===== src/rtl/mips_multicycle_ctrl_pkg.sv =====
// Shared definitions for the multicycle MIPS main controller and the ALU decoder.
// Optional feature macro: MIPS_CTRL_IMM_JUMP_EN (adds addi and j support).
package mips_ctrl_pkg;

    // Controller states. Without MIPS_CTRL_IMM_JUMP_EN, ADDIEXEC/ADDIWB/JUMP are never entered
    // and their encodings are treated like any other unreachable encoding.
    typedef enum logic [3:0] {
        FETCH    = 4'd0,
        DECODE   = 4'd1,
        MEMADR   = 4'd2,
        MEMRD    = 4'd3,
        MEMWB    = 4'd4,
        MEMWR    = 4'd5,
        EXECUTE  = 4'd6,
        ALUWB    = 4'd7,
        BRANCH   = 4'd8,
        ADDIEXEC = 4'd9,
        ADDIWB   = 4'd10,
        JUMP     = 4'd11
    } state_e;

    // Opcodes (instr[31:26])
    localparam logic [5:0] OP_RTYPE = 6'b000000;
    localparam logic [5:0] OP_LW    = 6'b100011;
    localparam logic [5:0] OP_SW    = 6'b101011;
    localparam logic [5:0] OP_BEQ   = 6'b000100;
    localparam logic [5:0] OP_ADDI  = 6'b001000;
    localparam logic [5:0] OP_J     = 6'b000010;

    // aluop encoding seen by the ALU decoder
    localparam logic [1:0] ALUOP_ADD   = 2'b00;
    localparam logic [1:0] ALUOP_SUB   = 2'b01;
    localparam logic [1:0] ALUOP_FUNCT = 2'b10;

    // ALU B-operand select
    localparam logic [1:0] SRCB_RT     = 2'b00;
    localparam logic [1:0] SRCB_FOUR   = 2'b01;
    localparam logic [1:0] SRCB_IMM    = 2'b10;
    localparam logic [1:0] SRCB_IMM_SH = 2'b11;

    // PC source select
    localparam logic [1:0] PCSRC_ALU    = 2'b00;
    localparam logic [1:0] PCSRC_ALUOUT = 2'b01;
    localparam logic [1:0] PCSRC_JUMP   = 2'b10;

    // Complete control word produced each cycle by the output decoder
    typedef struct packed {
        logic       memwrite;
        logic       irwrite;
        logic       regwrite;
        logic       iord;
        logic       memtoreg;
        logic       regdst;
        logic       alusrca;
        logic [1:0] alusrcb;
        logic [1:0] pcsrc;
        logic       pcen;
        logic [1:0] aluop;
        logic       illegal_op;
    } ctrl_word_t;

    // True when the controller has a sequence for this opcode in the current build
    function automatic logic op_supported(input logic [5:0] op);
        logic ok;
        case (op)
            OP_RTYPE, OP_LW, OP_SW, OP_BEQ: ok = 1'b1;
`ifdef MIPS_CTRL_IMM_JUMP_EN
            OP_ADDI, OP_J:                  ok = 1'b1;
`endif
            default:                        ok = 1'b0;
        endcase
        return ok;
    endfunction

endpackage


===== src/rtl/mips_multicycle_ctrl_if.sv =====
// Controller <-> datapath bundle: opcode/flag/memory-ready inputs and all control strobes.
// master = controller side, slave = datapath/memory side.
// Handshake: the controller keeps a memory access state (and its strobes) asserted every cycle
// until mem_rdy is sampled high on a rising edge; that edge completes the access.
interface mips_multicycle_ctrl_if
    import mips_ctrl_pkg::*;
#(
    parameter int CNT_W = 32
);
    logic [5:0]       op;
    logic             zero;
    logic             mem_rdy;
    logic             memwrite;
    logic             irwrite;
    logic             regwrite;
    logic             iord;
    logic             memtoreg;
    logic             regdst;
    logic             alusrca;
    logic [1:0]       alusrcb;
    logic [1:0]       pcsrc;
    logic             pcen;
    logic [1:0]       aluop;
    logic             illegal_op;
    logic             err_sticky;
    logic [CNT_W-1:0] instr_cnt;
    state_e           dbg_state;

    modport master (
        input  op, zero, mem_rdy,
        output memwrite, irwrite, regwrite, iord, memtoreg, regdst, alusrca,
               alusrcb, pcsrc, pcen, aluop, illegal_op, err_sticky, instr_cnt, dbg_state
    );

    modport slave (
        output op, zero, mem_rdy,
        input  memwrite, irwrite, regwrite, iord, memtoreg, regdst, alusrca,
               alusrcb, pcsrc, pcen, aluop, illegal_op, err_sticky, instr_cnt, dbg_state
    );
endinterface


===== src/rtl/mips_multicycle_ctrl_outdec.sv =====
// Combinational state -> control word decode for the multicycle MIPS controller.
// Optional feature macro: MIPS_CTRL_IMM_JUMP_EN (decodes ADDIEXEC/ADDIWB/JUMP).
module mips_ctrl_outdec
    import mips_ctrl_pkg::*;
(
    input  state_e     i_state,
    input  logic [5:0] i_op,
    input  logic       i_mem_rdy,
    input  logic       i_zero,
    output ctrl_word_t o_cw
);
    logic w_pcwrite;
    logic w_branch;

    // Moore decode of the current state; FETCH strobes are gated by mem_rdy, branch by zero
    always_comb begin
        o_cw      = '0;
        w_pcwrite = 1'b0;
        w_branch  = 1'b0;
        case (i_state)
            FETCH: begin
                o_cw.iord    = 1'b0;
                o_cw.alusrca = 1'b0;
                o_cw.alusrcb = SRCB_FOUR;
                o_cw.aluop   = ALUOP_ADD;
                o_cw.pcsrc   = PCSRC_ALU;
                o_cw.irwrite = i_mem_rdy;
                w_pcwrite    = i_mem_rdy;
            end
            DECODE: begin
                o_cw.alusrcb    = SRCB_IMM_SH;
                o_cw.aluop      = ALUOP_ADD;
                o_cw.illegal_op = ~op_supported(i_op);
            end
            MEMADR: begin
                o_cw.alusrca = 1'b1;
                o_cw.alusrcb = SRCB_IMM;
                o_cw.aluop   = ALUOP_ADD;
            end
            MEMRD: begin
                o_cw.iord = 1'b1;
            end
            MEMWB: begin
                o_cw.regwrite = 1'b1;
                o_cw.memtoreg = 1'b1;
                o_cw.regdst   = 1'b0;
            end
            MEMWR: begin
                o_cw.iord     = 1'b1;
                o_cw.memwrite = 1'b1;
            end
            EXECUTE: begin
                o_cw.alusrca = 1'b1;
                o_cw.alusrcb = SRCB_RT;
                o_cw.aluop   = ALUOP_FUNCT;
            end
            ALUWB: begin
                o_cw.regwrite = 1'b1;
                o_cw.regdst   = 1'b1;
                o_cw.memtoreg = 1'b0;
            end
            BRANCH: begin
                o_cw.alusrca = 1'b1;
                o_cw.alusrcb = SRCB_RT;
                o_cw.aluop   = ALUOP_SUB;
                o_cw.pcsrc   = PCSRC_ALUOUT;
                w_branch     = 1'b1;
            end
`ifdef MIPS_CTRL_IMM_JUMP_EN
            ADDIEXEC: begin
                o_cw.alusrca = 1'b1;
                o_cw.alusrcb = SRCB_IMM;
                o_cw.aluop   = ALUOP_ADD;
            end
            ADDIWB: begin
                o_cw.regwrite = 1'b1;
                o_cw.regdst   = 1'b0;
            end
            JUMP: begin
                o_cw.pcsrc = PCSRC_JUMP;
                w_pcwrite  = 1'b1;
            end
`endif
            default: begin
                // unreachable encodings: every strobe stays low
            end
        endcase
        o_cw.pcen = w_pcwrite | (w_branch & i_zero);
    end
endmodule


===== src/rtl/mips_multicycle_ctrl.sv =====
// Main control FSM of the multicycle MIPS core: state register, next-state logic,
// retired-instruction counter and sticky illegal-opcode flag.
// Optional feature macro: MIPS_CTRL_IMM_JUMP_EN (adds addi and j instruction sequences).
module mips_multicycle_ctrl
    import mips_ctrl_pkg::*;
#(
    parameter int CNT_W = 32
)
(
    input logic                    clk,
    input logic                    rst_n,
    mips_multicycle_ctrl_if.master bus
);
    state_e           r_state;
    state_e           w_next;
    logic             w_retire;
    logic [CNT_W-1:0] r_instr_cnt;
    logic             r_err_sticky;
    ctrl_word_t       w_cw;

    mips_ctrl_outdec u_outdec (
        .i_state   (r_state),
        .i_op      (bus.op),
        .i_mem_rdy (bus.mem_rdy),
        .i_zero    (bus.zero),
        .o_cw      (w_cw)
    );

    // Next-state selection; the opcode is held stable by the instruction register after FETCH
    always_comb begin
        w_next = FETCH;
        case (r_state)
            FETCH:   w_next = bus.mem_rdy ? DECODE : FETCH;
            DECODE: begin
                case (bus.op)
                    OP_LW, OP_SW: w_next = MEMADR;
                    OP_RTYPE:     w_next = EXECUTE;
                    OP_BEQ:       w_next = BRANCH;
`ifdef MIPS_CTRL_IMM_JUMP_EN
                    OP_ADDI:      w_next = ADDIEXEC;
                    OP_J:         w_next = JUMP;
`endif
                    default:      w_next = FETCH;
                endcase
            end
            MEMADR:  w_next = (bus.op == OP_SW) ? MEMWR : MEMRD;
            MEMRD:   w_next = bus.mem_rdy ? MEMWB : MEMRD;
            MEMWB:   w_next = FETCH;
            MEMWR:   w_next = bus.mem_rdy ? FETCH : MEMWR;
            EXECUTE: w_next = ALUWB;
            ALUWB:   w_next = FETCH;
            BRANCH:  w_next = FETCH;
`ifdef MIPS_CTRL_IMM_JUMP_EN
            ADDIEXEC: w_next = ADDIWB;
            ADDIWB:   w_next = FETCH;
            JUMP:     w_next = FETCH;
`endif
            default: w_next = FETCH;
        endcase
    end

    // An instruction retires on its final transition back to FETCH (illegal returns excluded)
    always_comb begin
        w_retire = 1'b0;
        case (r_state)
            MEMWB, ALUWB, BRANCH: w_retire = 1'b1;
            MEMWR:                w_retire = bus.mem_rdy;
`ifdef MIPS_CTRL_IMM_JUMP_EN
            ADDIWB, JUMP:         w_retire = 1'b1;
`endif
            default:              w_retire = 1'b0;
        endcase
    end

    // State register, wrapping retire counter and sticky error flag
    always_ff @(posedge clk or negedge rst_n) begin
        if (!rst_n) begin
            r_state      <= FETCH;
            r_instr_cnt  <= '0;
            r_err_sticky <= 1'b0;
        end else begin
            r_state <= w_next;
            if (w_retire) begin
                r_instr_cnt <= r_instr_cnt + 1'b1;
            end
            if (w_cw.illegal_op) begin
                r_err_sticky <= 1'b1;
            end
        end
    end

    assign bus.memwrite   = w_cw.memwrite;
    assign bus.irwrite    = w_cw.irwrite;
    assign bus.regwrite   = w_cw.regwrite;
    assign bus.iord       = w_cw.iord;
    assign bus.memtoreg   = w_cw.memtoreg;
    assign bus.regdst     = w_cw.regdst;
    assign bus.alusrca    = w_cw.alusrca;
    assign bus.alusrcb    = w_cw.alusrcb;
    assign bus.pcsrc      = w_cw.pcsrc;
    assign bus.pcen       = w_cw.pcen;
    assign bus.aluop      = w_cw.aluop;
    assign bus.illegal_op = w_cw.illegal_op;
    assign bus.err_sticky = r_err_sticky;
    assign bus.instr_cnt  = r_instr_cnt;
    assign bus.dbg_state  = r_state;
endmodule

===== src/flat_wrapper.sv =====
// flat-port wrapper written by rule: the top's interface ports become plain ports
module mips_multicycle_ctrl_flat import mips_ctrl_pkg::*;
#(
    parameter int CNT_W = 32
)
  (clk, rst_n, bus_op, bus_zero, bus_mem_rdy, bus_memwrite, bus_irwrite, bus_regwrite, bus_iord, bus_memtoreg, bus_regdst, bus_alusrca, bus_alusrcb, bus_pcsrc, bus_pcen, bus_aluop, bus_illegal_op, bus_err_sticky, bus_instr_cnt, bus_dbg_state);
  mips_multicycle_ctrl_if #(.CNT_W(CNT_W)) bus_i ();
  input logic clk;
  input logic rst_n;
  input wire logic [$bits(bus_i.op)-1:0] bus_op;
  input wire logic [$bits(bus_i.zero)-1:0] bus_zero;
  input wire logic [$bits(bus_i.mem_rdy)-1:0] bus_mem_rdy;
  output wire logic [$bits(bus_i.memwrite)-1:0] bus_memwrite;
  output wire logic [$bits(bus_i.irwrite)-1:0] bus_irwrite;
  output wire logic [$bits(bus_i.regwrite)-1:0] bus_regwrite;
  output wire logic [$bits(bus_i.iord)-1:0] bus_iord;
  output wire logic [$bits(bus_i.memtoreg)-1:0] bus_memtoreg;
  output wire logic [$bits(bus_i.regdst)-1:0] bus_regdst;
  output wire logic [$bits(bus_i.alusrca)-1:0] bus_alusrca;
  output wire logic [$bits(bus_i.alusrcb)-1:0] bus_alusrcb;
  output wire logic [$bits(bus_i.pcsrc)-1:0] bus_pcsrc;
  output wire logic [$bits(bus_i.pcen)-1:0] bus_pcen;
  output wire logic [$bits(bus_i.aluop)-1:0] bus_aluop;
  output wire logic [$bits(bus_i.illegal_op)-1:0] bus_illegal_op;
  output wire logic [$bits(bus_i.err_sticky)-1:0] bus_err_sticky;
  output wire logic [$bits(bus_i.instr_cnt)-1:0] bus_instr_cnt;
  output wire logic [$bits(bus_i.dbg_state)-1:0] bus_dbg_state;
  assign bus_i.op = bus_op;
  assign bus_i.zero = bus_zero;
  assign bus_i.mem_rdy = bus_mem_rdy;
  assign bus_memwrite = bus_i.memwrite;
  assign bus_irwrite = bus_i.irwrite;
  assign bus_regwrite = bus_i.regwrite;
  assign bus_iord = bus_i.iord;
  assign bus_memtoreg = bus_i.memtoreg;
  assign bus_regdst = bus_i.regdst;
  assign bus_alusrca = bus_i.alusrca;
  assign bus_alusrcb = bus_i.alusrcb;
  assign bus_pcsrc = bus_i.pcsrc;
  assign bus_pcen = bus_i.pcen;
  assign bus_aluop = bus_i.aluop;
  assign bus_illegal_op = bus_i.illegal_op;
  assign bus_err_sticky = bus_i.err_sticky;
  assign bus_instr_cnt = bus_i.instr_cnt;
  assign bus_dbg_state = bus_i.dbg_state;
  mips_multicycle_ctrl #(.CNT_W(CNT_W)) u_core (.clk(clk), .rst_n(rst_n), .bus(bus_i));
endmodule

===== config.mk =====
export PLATFORM = sky130hd
export DESIGN_NAME = mips_multicycle_ctrl_flat
export DESIGN_NICKNAME = d
export VERILOG_FILES = /design/src/rtl/mips_multicycle_ctrl_pkg.sv /design/src/rtl/mips_multicycle_ctrl_if.sv /design/src/rtl/mips_multicycle_ctrl_outdec.sv /design/src/rtl/mips_multicycle_ctrl.sv /design/src/flat_wrapper.sv
export SDC_FILE = /design/constraint.sdc
export NUM_CORES = 1
export LEC_CHECK = 0
export ABC_CLOCK_PERIOD_IN_PS = 1800
export BUFFER_PORTS_ARGS = -buffer_cell sky130_fd_sc_hd__buf_4
export CAP_MARGIN = 0
export CORE_MARGIN = 1.5
export CORE_UTILIZATION = 46
export DETAILED_ROUTE_END_ITERATION = 7
export PLACE_DENSITY = 0.76
export SLEW_MARGIN = 10
export SYNTH_ARGS = -nofsm -noshare
export SYNTH_HDL_FRONTEND = slang
export SYNTH_SLANG_ARGS = --single-unit

===== constraint.sdc =====
create_clock -name clk -period 1.8 [get_ports clk]
set_input_delay 0.09 -clock clk [delete_from_list [all_inputs] [get_ports clk]]
set_output_delay 0.09 -clock clk [all_outputs]
set_load 0.05 [all_outputs]

==> flow_metrics.py, run 1 <==
metrics = {
    "status": {
        "status": "completed",
    },
    "cells_and_area": {
        "drive_above_1_share_pct": 43.73,
        "final_common_cell": "buf_4",
        "utilization_pct": 71.34,
        "fillers": 311,
        "final_area_sq_um": 2874,
        "antenna_cells": 0,
        "layout_common_cells": "85 x buf_4, 33 x dfrtp_1, 23 x xnor2_1",
        "layout.nets": 289,
        "area_delta_synth_final_pct": 47.24,
    },
    "routing": {
        "wl_per_cell_um": 13.51,
        "post-route-drc-count": 0,
        "antenna_left": 0,
        "viasPerCell": 5.161,
        "vias": 1698,
        "drt-total-wl_mm": 4.444,
        "drtIter0Drc": 68,
        "firstDrtPassIters": 4,
    },
    "floorplanning": {
        "die_area_sq_um": 4643,
        "rows": 23,
        "core-area_sq_um": 4029,
        "io_pins": 62,
        "die_h_um": 68.14,
        "start_util_pct": 48.45,
        "dieWidth_um": 68.14,
    },
    "placed_design": {
        "dp_hpwl_mm": 3.369,
        "gp_congestion": 0.7756,
        "port_buffers": 60,
        "placed_area_sq_um": 2688,
    },
    "power_and_ir_drop": {
        "intPower_mw": 1.691,
        "power_frac_comb_pct": 37.4,
        "power_switching_mw": 0.9678,
        "seqPwrFrac_pct": 35.1,
        "swShare_pct": 36.41,
        "irDropWorstVdd_uv": 703.2,
        "clkPwrFrac_pct": 27.6,
        "p_per_area_nw_per_um2": 925.0,
        "p_leak_nw": 1.380,
    },
    "clock_tree": {
        "cts-buffers-inserted": 5,
        "cts_tree": "built",
        "clk_pin_slew_ns": 0.07,
        "htree_levels": 2,
        "cts-root-buf": "clkbuf_8",
        "cts_buffer_depth": 2,
        "clock-sinks": 37,
        "insertion_delay_ns": 0.29,
    },
    "logic_synthesis": {
        "syn-instance-count": 192,
        "syn_avg_cell_area_sq_um": 10.17,
        "seq_area_frac_synth_pct": 47.44,
        "syn_nets": 203,
        "syn_area_sq_um": 1952,
        "synth_top_family_by_area": "simple AND/OR/NAND/NOR gates",
        "yosysWarningCount": 0,
        "synth_xor_area_share_pct": 15.19,
        "synthDistinctLibCells": 42,
        "ys_ff_latch": 37,
        "synthSimpleGateAreaFrac_pct": 27.24,
        "synthAdderAreaFrac_pct": 0.6410,
        "synth-compound-area-share_pct": 5.449,
        "synthMuxAreaShare_pct": 0.5128,
    },
    "grt": {
        "grtUsageTotal_pct": 20.83,
        "grt_max_degree": 38,
        "grt_pass1_wl_mm": 7.134,
        "grt_remaining_overflow": 0,
        "grt_pass1_vias": 1541,
        "antenna_found_initial": 0,
    },
    "setup_path": {
        "worstPathArrival_ns": 1.69,
        "cp_max_fo": 5,
        "crit_type": "reg2out",
        "crit_required_ns": 1.71,
        "worstSetupStartpointType": "flip-flop",
        "crit_path_end_kind": "output pin",
    },
    "job": {
        "cap_viol_max_count": 0,
    },
    "sta": {
        "post-route-period-util_pct": 99.07,
        "drv_slew": 0,
        "rsz0062_at_grt": "true",
        "finClkSkew_ns": 0.006401,
        "hold_viol": 0,
        "fmax_mhz": 560.8,
        "finalSetupViolations": 0,
        "post-route-min-period_ns": 1.783,
    },
    "worst_hold_path": {
        "hold_path_class": "in2reg",
    },
}
==> registers in the layout, summed over array words and instances, names as in the netlist <==
name	flops
u_core.bus.instr_cnt	32
u_core.bus.dbg_state	4
u_core.bus.err_sticky	1
==> layout make-up <==
| cell class | instances | area (sq um) | area share, % |
|---|---|---|---|
| timing repair buffer | 88 | 674.4 | 23.47 |
| sequential | 37 | 930.9 | 32.39 |
| inverter | 4 | 15.01 | 0.5224 |
| clock inverter | 2 | 37.54 | 1.306 |
| clock buffer | 6 | 82.58 | 2.873 |
| multi-input combinational | 142 | 1071 | 37.27 |
| tap | 50 | 62.56 | 2.177 |
==> metal layers <==
layer	wire length, um	global-route usage, %	up-vias
li1	-	-	835
met1	1960	27.78	816
met2	2241	33.74	40
met3	183	3.947	7
met4	59	7.500	0
met5	0	0	-
==> logic make-up after synthesis <==
logic type	after synthesis
other cells	1
simple gates	93
flops	37
mux	1
compound gates	13
fa+ha+maj	1
buf+inv	13
xor+xnor	33
==> per-stage QoR <==
stage | hold WS, ns | power [mW] | setup TNS [ns] | instances | worst slack (ns)
after floorplan | -0.2056 | 1.598 | -10.68 | 192 | -0.5053
after global placement | 0.07321 | 1.901 | 0 | 317 | 0.07125
after detailed placement | 0.07500 | 1.916 | 0 | 317 | 0.01860
after CTS | 0.03269 | 2.670 | 0 | 329 | 0.02093
after global routing | 0.03727 | 2.766 | -0.1473 | 329 | -0.06788
final | 0.03929 | 2.658 | 0 | 329 | 0.01675
==> synth_stat cells, drive strengths merged <==
cell type / count / area [sq um]
a211oi: 1 / 12.51
o21ai: 2 / 10.01
buf: 6 / 38.78
nand2: 18 / 67.56
nand4b: 1 / 8.760
nor2: 17 / 63.81
nor2b: 4 / 25.02
a221oi: 1 / 8.760
nand2b: 2 / 12.51
nor3: 5 / 30.03
o21a: 1 / 7.510
dfrtp: 37 / 925.9
nor3b: 1 / 7.510
conb: 1 / 3.750
nand4: 7 / 43.79
or4: 1 / 7.510
or2b: 1 / 7.510
inv: 4 / 15.01
clkbuf: 3 / 11.26
and4: 3 / 28.78
and3: 8 / 50.05
a21o: 1 / 7.510
mux2i: 1 / 10.01
ha: 1 / 12.51
a211o: 1 / 17.52
xor2: 10 / 95.10
nand3: 14 / 70.07
o32ai: 2 / 17.52
xnor2: 23 / 201.4
or2: 2 / 12.51
and2: 1 / 6.260
nor4b: 4 / 65.07
nor4: 4 / 25.02
a31oi: 1 / 6.260
a21oi: 2 / 10.01
o22a: 1 / 8.760
==> power groups by stage <==
stage	logic, mW	registers (mW)	clock network, mW
after CTS	0.987	0.931	0.751
after global routing	1.05	0.939	0.783
final	0.993	0.932	0.733
after global placement	0.956	0.945	0
after detailed placement	0.969	0.947	0
after floorplan	0.501	1.10	0
==> worst max-delay path: stages (launching register included) <==
cell	delay, ns
dfrtp_2	0.45
nor2b_1	0.17
buf_4	0.15
and3_1	0.18
or2_2	0.27
buf_4	0.19
==> worst paths after layout <==
kind,slack [ns],start,to,cells past startpoint
setup / recovery,0.02,u_core.bus.dbg_state[2],bus_regwrite,5
hold / removal,0.04,bus_op[2],u_core.bus.dbg_state[2],2
setup reg to reg,0.02,u_core.bus.dbg_state[3],u_core.bus.instr_cnt[5],7
hold reg to reg,0.47,u_core.bus.err_sticky,u_core.bus.err_sticky,1
max in group asynchronous,1.16,rst_n,u_core.bus.dbg_state[0],2
min in group asynchronous,0.29,rst_n,u_core.bus.instr_cnt[31],2
==> timing repair <==
action | in CTS | in global routing
hold buffers | 1 | 0
pin swaps | 1 | 1
endpoints found under the hold margin | 37 | 0
endpoints found under the setup margin | 5 | 14
gates resized for setup | 2 | 8
buffers inserted | 3 | 0
(Power assumes the default switching activity.)
==> run 2, diff against run 1 <==
CTS_BUF_LIST = sky130_fd_sc_hd__clkbuf_16   (was default)
CTS_CLUSTER_DIAMETER = 80   (was default)
==> flow_metrics.py, run 2 (synthesis results as in run 1) <==
metrics = {
    "setup_path": {
        "crit_type": "reg2out",
        "worstPathArrival_ns": 1.68,
        "crit_required_ns": 1.71,
        "cp_max_fo": 5,
        "rrSetupSlack_ns": 0.08,
        "crit_path_end_kind": "output pin",
        "r2r-end": "u_core.bus.instr_cnt[5]",
        "startpoint": "u_core.bus.dbg_state[2]",
        "r2r.worst_path.cells": 7,
        "worstSetupStartpointType": "flip-flop",
        "endpoint": "bus_regwrite",
        "reg2reg_from": "u_core.bus.dbg_state[3]",
    },
    "cells_and_area": {
        "final_common_cell": "buf_4",
        "drive_above_1_share_pct": 44.29,
        "final_area_sq_um": 2943,
        "layout_common_cells": "85 x buf_4, 33 x dfrtp_1, 23 x xnor2_1",
        "fillers": 300,
        "largest_reg_flops": 32,
        "layout.nets": 290,
        "antenna_cells": 0,
        "area_delta_synth_final_pct": 50.77,
    },
    "floorplanning": {
        "die_area_sq_um": 4643,
        "dieWidth_um": 68.14,
        "rows": 23,
        "core-area_sq_um": 4029,
        "start_util_pct": 48.45,
        "die_h_um": 68.14,
        "io_pins": 62,
    },
    "sta": {
        "fin_ws_ns": 0.03378,
        "fmax_mhz": 566.2,
        "post-route-min-period_ns": 1.766,
        "drv_slew": 0,
        "hold_viol": 0,
        "finalSetupViolations": 0,
        "post-route-period-util_pct": 98.12,
        "finClkSkew_ns": 0.003279,
        "rsz0062_at_grt": "true",
        "whs_ns": 0.04953,
        "fin_tns_setup_ns": 0,
    },
    "routing": {
        "antenna_left": 0,
        "wl_per_cell_um": 14.05,
        "vias": 1695,
        "drtIter0Drc": 66,
        "drt-total-wl_mm": 4.637,
        "firstDrtPassIters": 4,
        "viasPerCell": 5.136,
        "post-route-drc-count": 0,
    },
    "clock_tree": {
        "clk_pin_slew_ns": 0.05,
        "cts_buffer_depth": 2,
        "htree_levels": 2,
        "cts-buffers-inserted": 5,
        "cts-root-buf": "clkbuf_16",
        "clock-sinks": 37,
        "cts_tree": "built",
        "insertion_delay_ns": 0.28,
    },
    "grt": {
        "grt_max_degree": 38,
        "antenna_found_initial": 0,
        "met1_usage_pct": 27.68,
        "grt_pass1_wl_mm": 7.127,
        "grt_util_met3_pct": 3.947,
        "grt_remaining_overflow": 0,
        "grt_pass1_vias": 1541,
        "grtUsageTotal_pct": 20.82,
        "grt-busiest-layer": "met2",
        "grt_use_met2_pct": 34.22,
    },
    "worst_hold_path": {
        "hold_path_class": "in2reg",
    },
    "power_and_ir_drop": {
        "p_leak_nw": 1.410,
        "irDropWorstVdd_uv": 716.5,
        "p_per_area_nw_per_um2": 988.5,
    },
    "status": {
        "status": "completed",
    },
    "job": {
        "cap_viol_max_count": 0,
    },
    "placed_design": {
        "placed_area_sq_um": 2688,
        "pre_cts_slack_ns": 0.01860,
        "dp_hpwl_mm": 3.369,
        "port_buffers": 60,
        "gp_congestion": 0.7756,
    },
}
run 2: power breakdown:
group          internal, mW  switching [mW]
sequential            0.878          0.0567
combinational         0.374           0.642
clock                 0.647           0.312
total                  1.90            1.01
run 2: worst min-delay path by stage:
stage,start,endpoint,slack [ns],depth (start not counted)
2_1_floorplan,rst_n,u_core.bus.dbg_state[0],-0.21,0
3_3_place_gp,rst_n,u_core.bus.instr_cnt[19],0.07,1
3_5_place_dp,rst_n,u_core.bus.instr_cnt[26],0.07,1
4_1_cts,bus_op[2],u_core.bus.dbg_state[2],0.05,2
5_1_grt,bus_op[2],u_core.bus.dbg_state[2],0.05,2
6_report,bus_op[2],u_core.bus.dbg_state[2],0.05,2
run 2: worst max-delay path, stage by stage, from the launching register on:
cell     delay, ns
dfrtp_2       0.45
nor2b_2       0.18
buf_4         0.15
and3_1        0.18
or2_2         0.28
buf_6         0.16
run 2: timing repair:
| action | in CTS | in global routing |
|---|---|---|
| endpoints found under the hold margin | 37 | 0 |
| hold buffers | 1 | 0 |
| pin swaps | 1 | 2 |
| gates resized for setup | 2 | 12 |
| endpoints found under the setup margin | 3 | 9 |
| setup buffers | 1 | 3 |
run 2: through the flow:
step / total power [mW] / cells / util (%)
4_1_cts: 2.895 / 327 / 71.40
6_report: 2.909 / 330 / 73.04
5_1_grt: 3.021 / 330 / 73.04
3_3_place_gp: 1.901 / 317 / 66.71
3_5_place_dp: 1.916 / 317 / 66.71
2_1_floorplan: 1.598 / 192 / -
run 2: cell type report:
type	instances	area [sq um]	share of cell area, %
inverter	4	15.01	0.5102
clock buffer	5	125.1	4.252
sequential	37	930.9	31.63
tap	50	62.56	2.126
multi-input combinational	142	1082	36.78
timing repair buffer	89	685.7	23.30
clock inverter	3	41.29	1.403
run 2: per-layer routing:
metal / vias to the layer above / part of all wire [%]
met5: - / 0
met4: 0 / 0.99
met3: 8 / 4.0
met2: 39 / 51
met1: 814 / 44
li1: 834 / -
